## src/rtl/uart_word_rx.sv

```systemverilog
// 8N1 UART receiver with optional MSB-first assembly of four bytes per word.
// Inter-byte idle timeout silently discards a partial word.
module uart_word_rx #(
  parameter int CLKS_PER_BIT = 16,
  parameter int TIMEOUT_BITS = 40
) (
  input  logic        sys_clk,
  input  logic        sw_0,
  input  logic        i_serial,
  input  logic        i_mode_select,
  output logic [7:0]  o_byte,
  output logic        o_byte_valid,
  output logic [31:0] o_word,
  output logic        o_word_valid,
  output logic        o_frame_err
);

  localparam int CNT_W  = $clog2(CLKS_PER_BIT);
  localparam int TO_CYC = TIMEOUT_BITS * CLKS_PER_BIT;
  localparam int TO_W   = $clog2(TO_CYC);

  localparam logic [CNT_W-1:0] HALF_M1 =
    CNT_W'(CLKS_PER_BIT / 2 - 1);
  localparam logic [CNT_W-1:0] FULL_M1 =
    CNT_W'(CLKS_PER_BIT - 1);
  localparam logic [TO_W-1:0] TO_M1 =
    TO_W'(TO_CYC - 1);

  typedef enum logic [2:0] {
    S_IDLE,
    S_START,
    S_DATA,
    S_STOP,
    S_WAIT_HIGH
  } state_t;

  state_t r_state;
  state_t w_state_nxt;

  logic [1:0]       r_sync;
  logic [CNT_W-1:0] r_cnt;
  logic [2:0]       r_bit;
  logic [7:0]       r_shift;
  logic [31:0]      r_acc;
  logic [1:0]       r_wcnt;
  logic [TO_W-1:0]  r_idle;

  logic w_rx;
  logic w_cnt_clr;
  logic w_shift_en;
  logic w_good;
  logic w_ferr;
  logic w_timeout;

  assign w_rx = r_sync[1];

  always_ff @(posedge sys_clk or negedge sw_0) begin
    if (!sw_0) r_sync <= 2'b11;
    else       r_sync <= {r_sync[0], i_serial};
  end

  always_ff @(posedge sys_clk or negedge sw_0) begin
    if (!sw_0) r_state <= S_IDLE;
    else       r_state <= w_state_nxt;
  end

  always_comb begin
    w_state_nxt = r_state;
    w_cnt_clr   = 1'b0;
    w_shift_en  = 1'b0;
    w_good      = 1'b0;
    w_ferr      = 1'b0;
    unique case (r_state)
      S_IDLE: begin
        w_cnt_clr = 1'b1;
        if (!w_rx) w_state_nxt = S_START;
      end
      S_START: begin
        if (r_cnt == HALF_M1) begin
          w_cnt_clr   = 1'b1;
          w_state_nxt = w_rx ? S_IDLE : S_DATA;
        end
      end
      S_DATA: begin
        if (r_cnt == FULL_M1) begin
          w_cnt_clr  = 1'b1;
          w_shift_en = 1'b1;
          if (r_bit == 3'd7) w_state_nxt = S_STOP;
        end
      end
      S_STOP: begin
        if (r_cnt == FULL_M1) begin
          w_cnt_clr = 1'b1;
          if (w_rx) begin
            w_good      = 1'b1;
            w_state_nxt = S_IDLE;
          end else begin
            w_ferr      = 1'b1;
            w_state_nxt = S_WAIT_HIGH;
          end
        end
      end
      S_WAIT_HIGH: begin
        w_cnt_clr = 1'b1;
        if (w_rx) w_state_nxt = S_IDLE;
      end
      default: begin
        w_cnt_clr   = 1'b1;
        w_state_nxt = S_IDLE;
      end
    endcase
  end

  always_ff @(posedge sys_clk or negedge sw_0) begin
    if (!sw_0) begin
      r_cnt   <= '0;
      r_bit   <= '0;
      r_shift <= '0;
    end else begin
      r_cnt <= w_cnt_clr ? '0 : r_cnt + CNT_W'(1);
      if (r_state == S_START) r_bit <= '0;
      else if (w_shift_en)    r_bit <= r_bit + 3'd1;
      if (w_shift_en) r_shift <= {w_rx, r_shift[7:1]};
    end
  end

  assign w_timeout = (r_state == S_IDLE) &&
                     (r_wcnt != 2'd0) &&
                     (r_idle == TO_M1);

  always_ff @(posedge sys_clk or negedge sw_0) begin
    if (!sw_0) begin
      r_idle <= '0;
    end else if (r_state != S_IDLE || r_wcnt == 2'd0 ||
                 w_timeout) begin
      r_idle <= '0;
    end else begin
      r_idle <= r_idle + TO_W'(1);
    end
  end

  // Word completes when the 2-bit count wraps 3 -> 0.
  always_ff @(posedge sys_clk or negedge sw_0) begin
    if (!sw_0) begin
      o_byte       <= '0;
      o_byte_valid <= 1'b0;
      o_word       <= '0;
      o_word_valid <= 1'b0;
      o_frame_err  <= 1'b0;
      r_acc        <= '0;
      r_wcnt       <= '0;
    end else begin
      o_byte_valid <= 1'b0;
      o_word_valid <= 1'b0;
      o_frame_err  <= w_ferr;
      if (w_good) begin
        o_byte       <= r_shift;
        o_byte_valid <= 1'b1;
        if (i_mode_select) begin
          r_acc  <= {r_acc[23:0], r_shift};
          r_wcnt <= r_wcnt + 2'd1;
          if (r_wcnt == 2'd3) begin
            o_word       <= {r_acc[23:0], r_shift};
            o_word_valid <= 1'b1;
          end
        end else begin
          r_wcnt <= '0;
        end
      end else if (w_ferr || w_timeout) begin
        r_wcnt <= '0;
      end
    end
  end

endmodule

```

## config.mk

```make
export PLATFORM = sky130hd
export DESIGN_NAME = uart_word_rx
export DESIGN_NICKNAME = d
export VERILOG_FILES = /design/src/rtl/uart_word_rx.sv
export SDC_FILE = /design/constraint.sdc
export NUM_CORES = 1
export LEC_CHECK = 0
export ABC_AREA = 0
export CAP_MARGIN = 20
export CORE_ASPECT_RATIO = 1.5
export CORE_MARGIN = 2
export CORE_UTILIZATION = 40
export CTS_BUF_LIST = sky130_fd_sc_hd__clkbuf_16
export DETAILED_ROUTE_END_ITERATION = 6
export PLACE_DENSITY = 0.68
export SYNTH_ARGS = -nofsm -noshare
export SYNTH_HDL_FRONTEND = slang
export SYNTH_SLANG_ARGS = --single-unit
```

## constraint.sdc

```tcl
create_clock -name sys_clk -period 1.6 [get_ports sys_clk]
set_input_delay 0.32 -clock sys_clk [delete_from_list [all_inputs] [get_ports sys_clk]]
set_output_delay 0.32 -clock sys_clk [all_outputs]
set_load 0.01 [all_outputs]
```

==> results_dict.tcl <==
set metrics [dict create \
    status "complete, but fails checks" \
    violations "setup timing" \
    start_util_pct 40.7 \
    synth.top_cell.area_share_pct 59.9 \
    postRouteWirelength_um 7960 \
    clock-sinks 99 \
    fin_ws_ps -12.2 \
    via_per_inst 5.17 \
    dieHeight_um 127 \
    power_density_nw_per_um2 1040 \
    io_pins 47 \
    min_path_type "reg -> reg" \
    cts-buffers-inserted 9 \
    grt_max_degree 32 \
    period_share_pct 101 \
    fin_crit_ps 1610 \
    nets 375 \
    synth_top_area_cell "dfrtp_1" \
    dp_hpwl_um 5510 \
    syn_nets 292 \
    synth_most_common_cell "dfrtp_1" \
    maxSlewHeadroom_pct 75.5 \
    avgSynthCellArea_um2 14.4 \
    dieArea_um2 11000 \
    cell_internal_pwr_mw 4.20 \
    ys_seq_area_share_pct 61.2 \
    grt_pass1_vias 2572 \
    clkTransAtPathRegs_ps 60 \
    finClkSkew_ps 6.93 \
    synth-edff-count 0 \
    net-switching-power_mw 1.38 \
    swShare_pct 24.8 \
    wl_per_cell_um 16.3 \
    critPathLaunchType "flip-flop" \
    finalMaxSlewViolations 0 \
    synth.distinct_cells 45 \
    rsz0062_at_grt "true" \
    synth_top_cells_by_count "dfrtp_1 (97), mux2_2 (61), inv_1 (12), nor2_1 (12)" \
    maxCapViolations 0 \
    peakVddDrop_uv 671 \
    cp-end-kind "flip-flop" \
    fmax_mhz 620 \
    hold_viol_final 0 \
    power_frac_clock_pct 37.2 \
    ys_warn_count 0 \
    grtUsageTotal_pct 15.5 \
    diodes 0 \
    netlist_instances 282 \
    stdcell_area_um2 5370 \
    htreeDepth 3 \
    ys_top_cells_by_area "dfrtp_1 (60%), mux2_2 (17%), mux2_4 (3.0%), ha_1 (1.9%), dfstp_2 (1.3%)" \
    clkLatencyLatePin_ps 340 \
    initialDrtViolationCount 113 \
    dr_total_vias 2519 \
    drc 0 \
    antenna_found_initial 0 \
    arrival_ps 1830 \
    coreArea_um2 9970 \
    num_rows 45 \
    die_x_um 86.2 \
    power.share.combinational_pct 14.3 \
    synth_area_um2 4050 \
    syn_to_final_growth_pct 32.5 \
    place_congestion 0.818 \
    ant_nets 0 \
    cp_max_fo 5 \
    multi_input_area_um2 1570 \
    n_fill_cell 808 \
    cts_tree "yes" \
    grt_pass1_wl_um 13000 \
    critical_path_class "reg -> reg" \
    setup_violations 5 \
    total_power_mw 5.58 \
    cts-root-buf "clkbuf_16" \
    cts.path.max_buffers 2 \
    ys_async_sr_fraction_pct 100 \
    synth_seq_cells 99 \
    regArea_um2 2480 \
    grt_overflow 0 \
    drive_above_1_share_pct 38.6 \
    dpl-instance-area_um2 4880 \
    power.leakage_nw 2.71 \
    synth-main-ff-cell "dfrtp_1" \
    cp.required_ps 1820 \
    port_buffers 46 \
    power_frac_seq_pct 48.5 \
    worst_pin_slew_ps 364 \
    drt-pass1-iter-count 4 \
]
power by group through the flow:
stage	sequential, mW	combinational (mW)	clock, mW
finish	2.70	0.800	2.08
global route	2.71	0.886	2.23
CTS	2.70	0.769	2.14
detailed placement	2.75	0.723	0
global placement	2.74	0.698	0
floorplan	2.71	0.418	0
layer usage:
| metal | part of all wire [%] | vias up | track usage [%] |
|---|---|---|---|
| met1 | 42 | 1277 | 18.7 |
| met2 | 52 | 60 | 26.3 |
| li1 | - | 1169 | - |
| met4 | 2.4 | 0 | 7.54 |
| met5 | 0 | - | 0 |
| met3 | 3.1 | 13 | 2.91 |
registers in the layout, indices dropped and copies added, names as in the netlist, 2 cells and up:
register,cells
o_byte,8
r_sync,2
r_bit,3
r_wcnt,2
r_state,3
r_shift,8
r_cnt,4
o_word,32
r_idle,10
r_acc,24
placed cells by master (no fill, tap or decap), types with 5 or more instances in the layout:
cell,synthesis,final
dfrtp_1,97,97
clkdlybuf4s50_1,0,34
nand3_1,6,5
inv_1,12,10
clkbuf_16,0,9
dlymetal6s2s_1,0,8
mux2_2,61,43
nor2_1,12,12
mux2_4,8,28
o21ai_0,6,6
a21oi_1,8,8
buf_12,0,5
buf_4,1,32
path summary, 6_finish.rpt:
| path | startpoint | to | slack [ps] | cells after the start |
|---|---|---|---|---|
| max in group asynchronous | sw_0 | o_word[1]$_DFFE_PN0P_ | 560 | 3 |
| worst min register to register | r_sync[0]$_DFF_PN1_ | r_sync[1]$_DFF_PN1_ | 360 | 0 |
| min in group asynchronous | sw_0 | r_idle[0]$_DFF_PN0_ | 430 | 2 |
| worst max register to register | r_sync[1]$_DFF_PN1_ | o_byte[4]$_DFFE_PN0P_ | -10 | 4 |
| worst min-delay path | r_sync[0]$_DFF_PN1_ | r_sync[1]$_DFF_PN1_ | 360 | 0 |
| worst max-delay path | r_sync[1]$_DFF_PN1_ | o_byte[4]$_DFFE_PN0P_ | -10 | 4 |
cell families after synthesis:
family          share of synthesized area (%)
fa+ha+maj                                1.85
buf+inv                                  3.33
flops                                    61.2
xor+xnor                                 1.30
mux                                      20.8
compound gates                           4.42
simple gates                             7.13
repair_timing:
action                                 4_1_cts  5_1_grt
resized for setup                            9       34
cloned                                       1        0
setup buffers                                5        2
endpoints found under the hold margin       21        0
hold buffers                                 1        0
setup endpoints to repair                   48       75
pin swaps                                    6        4
critical path, cell delays in order (launching register included):
cell	delay, ps
dfstp_2	580
inv_2	50
or3_4	410
buf_8	160
mux2_4	290
stage by stage:
stage          std cells  TNS, ps  utilization [%]  hold slack (ps)  setup slack (ps)
3_5_place_dp         462   -11390             48.9              259              -245
5_1_grt              487    -1890             53.8              367             -52.5
4_1_cts              485    -60.0             52.5              364             -15.8
2_1_floorplan        282    -2.96                -             24.4            -0.329
6_report             487    -48.7             53.8              364             -12.2
3_3_place_gp         462   -10870             48.9              258              -229
final cells by class:
| type | count | area share [%] |
|---|---|---|
| flip-flops and latches | 99 | 46.2 |
| multi-input cells | 158 | 29.2 |
| repair buffers | 85 | 15.7 |
| clock buffers | 9 | 4.20 |
| well taps | 117 | 2.73 |
| clock inverters | 7 | 1.14 |
| inverters | 12 | 0.839 |
(Power assumes the default switching activity.)
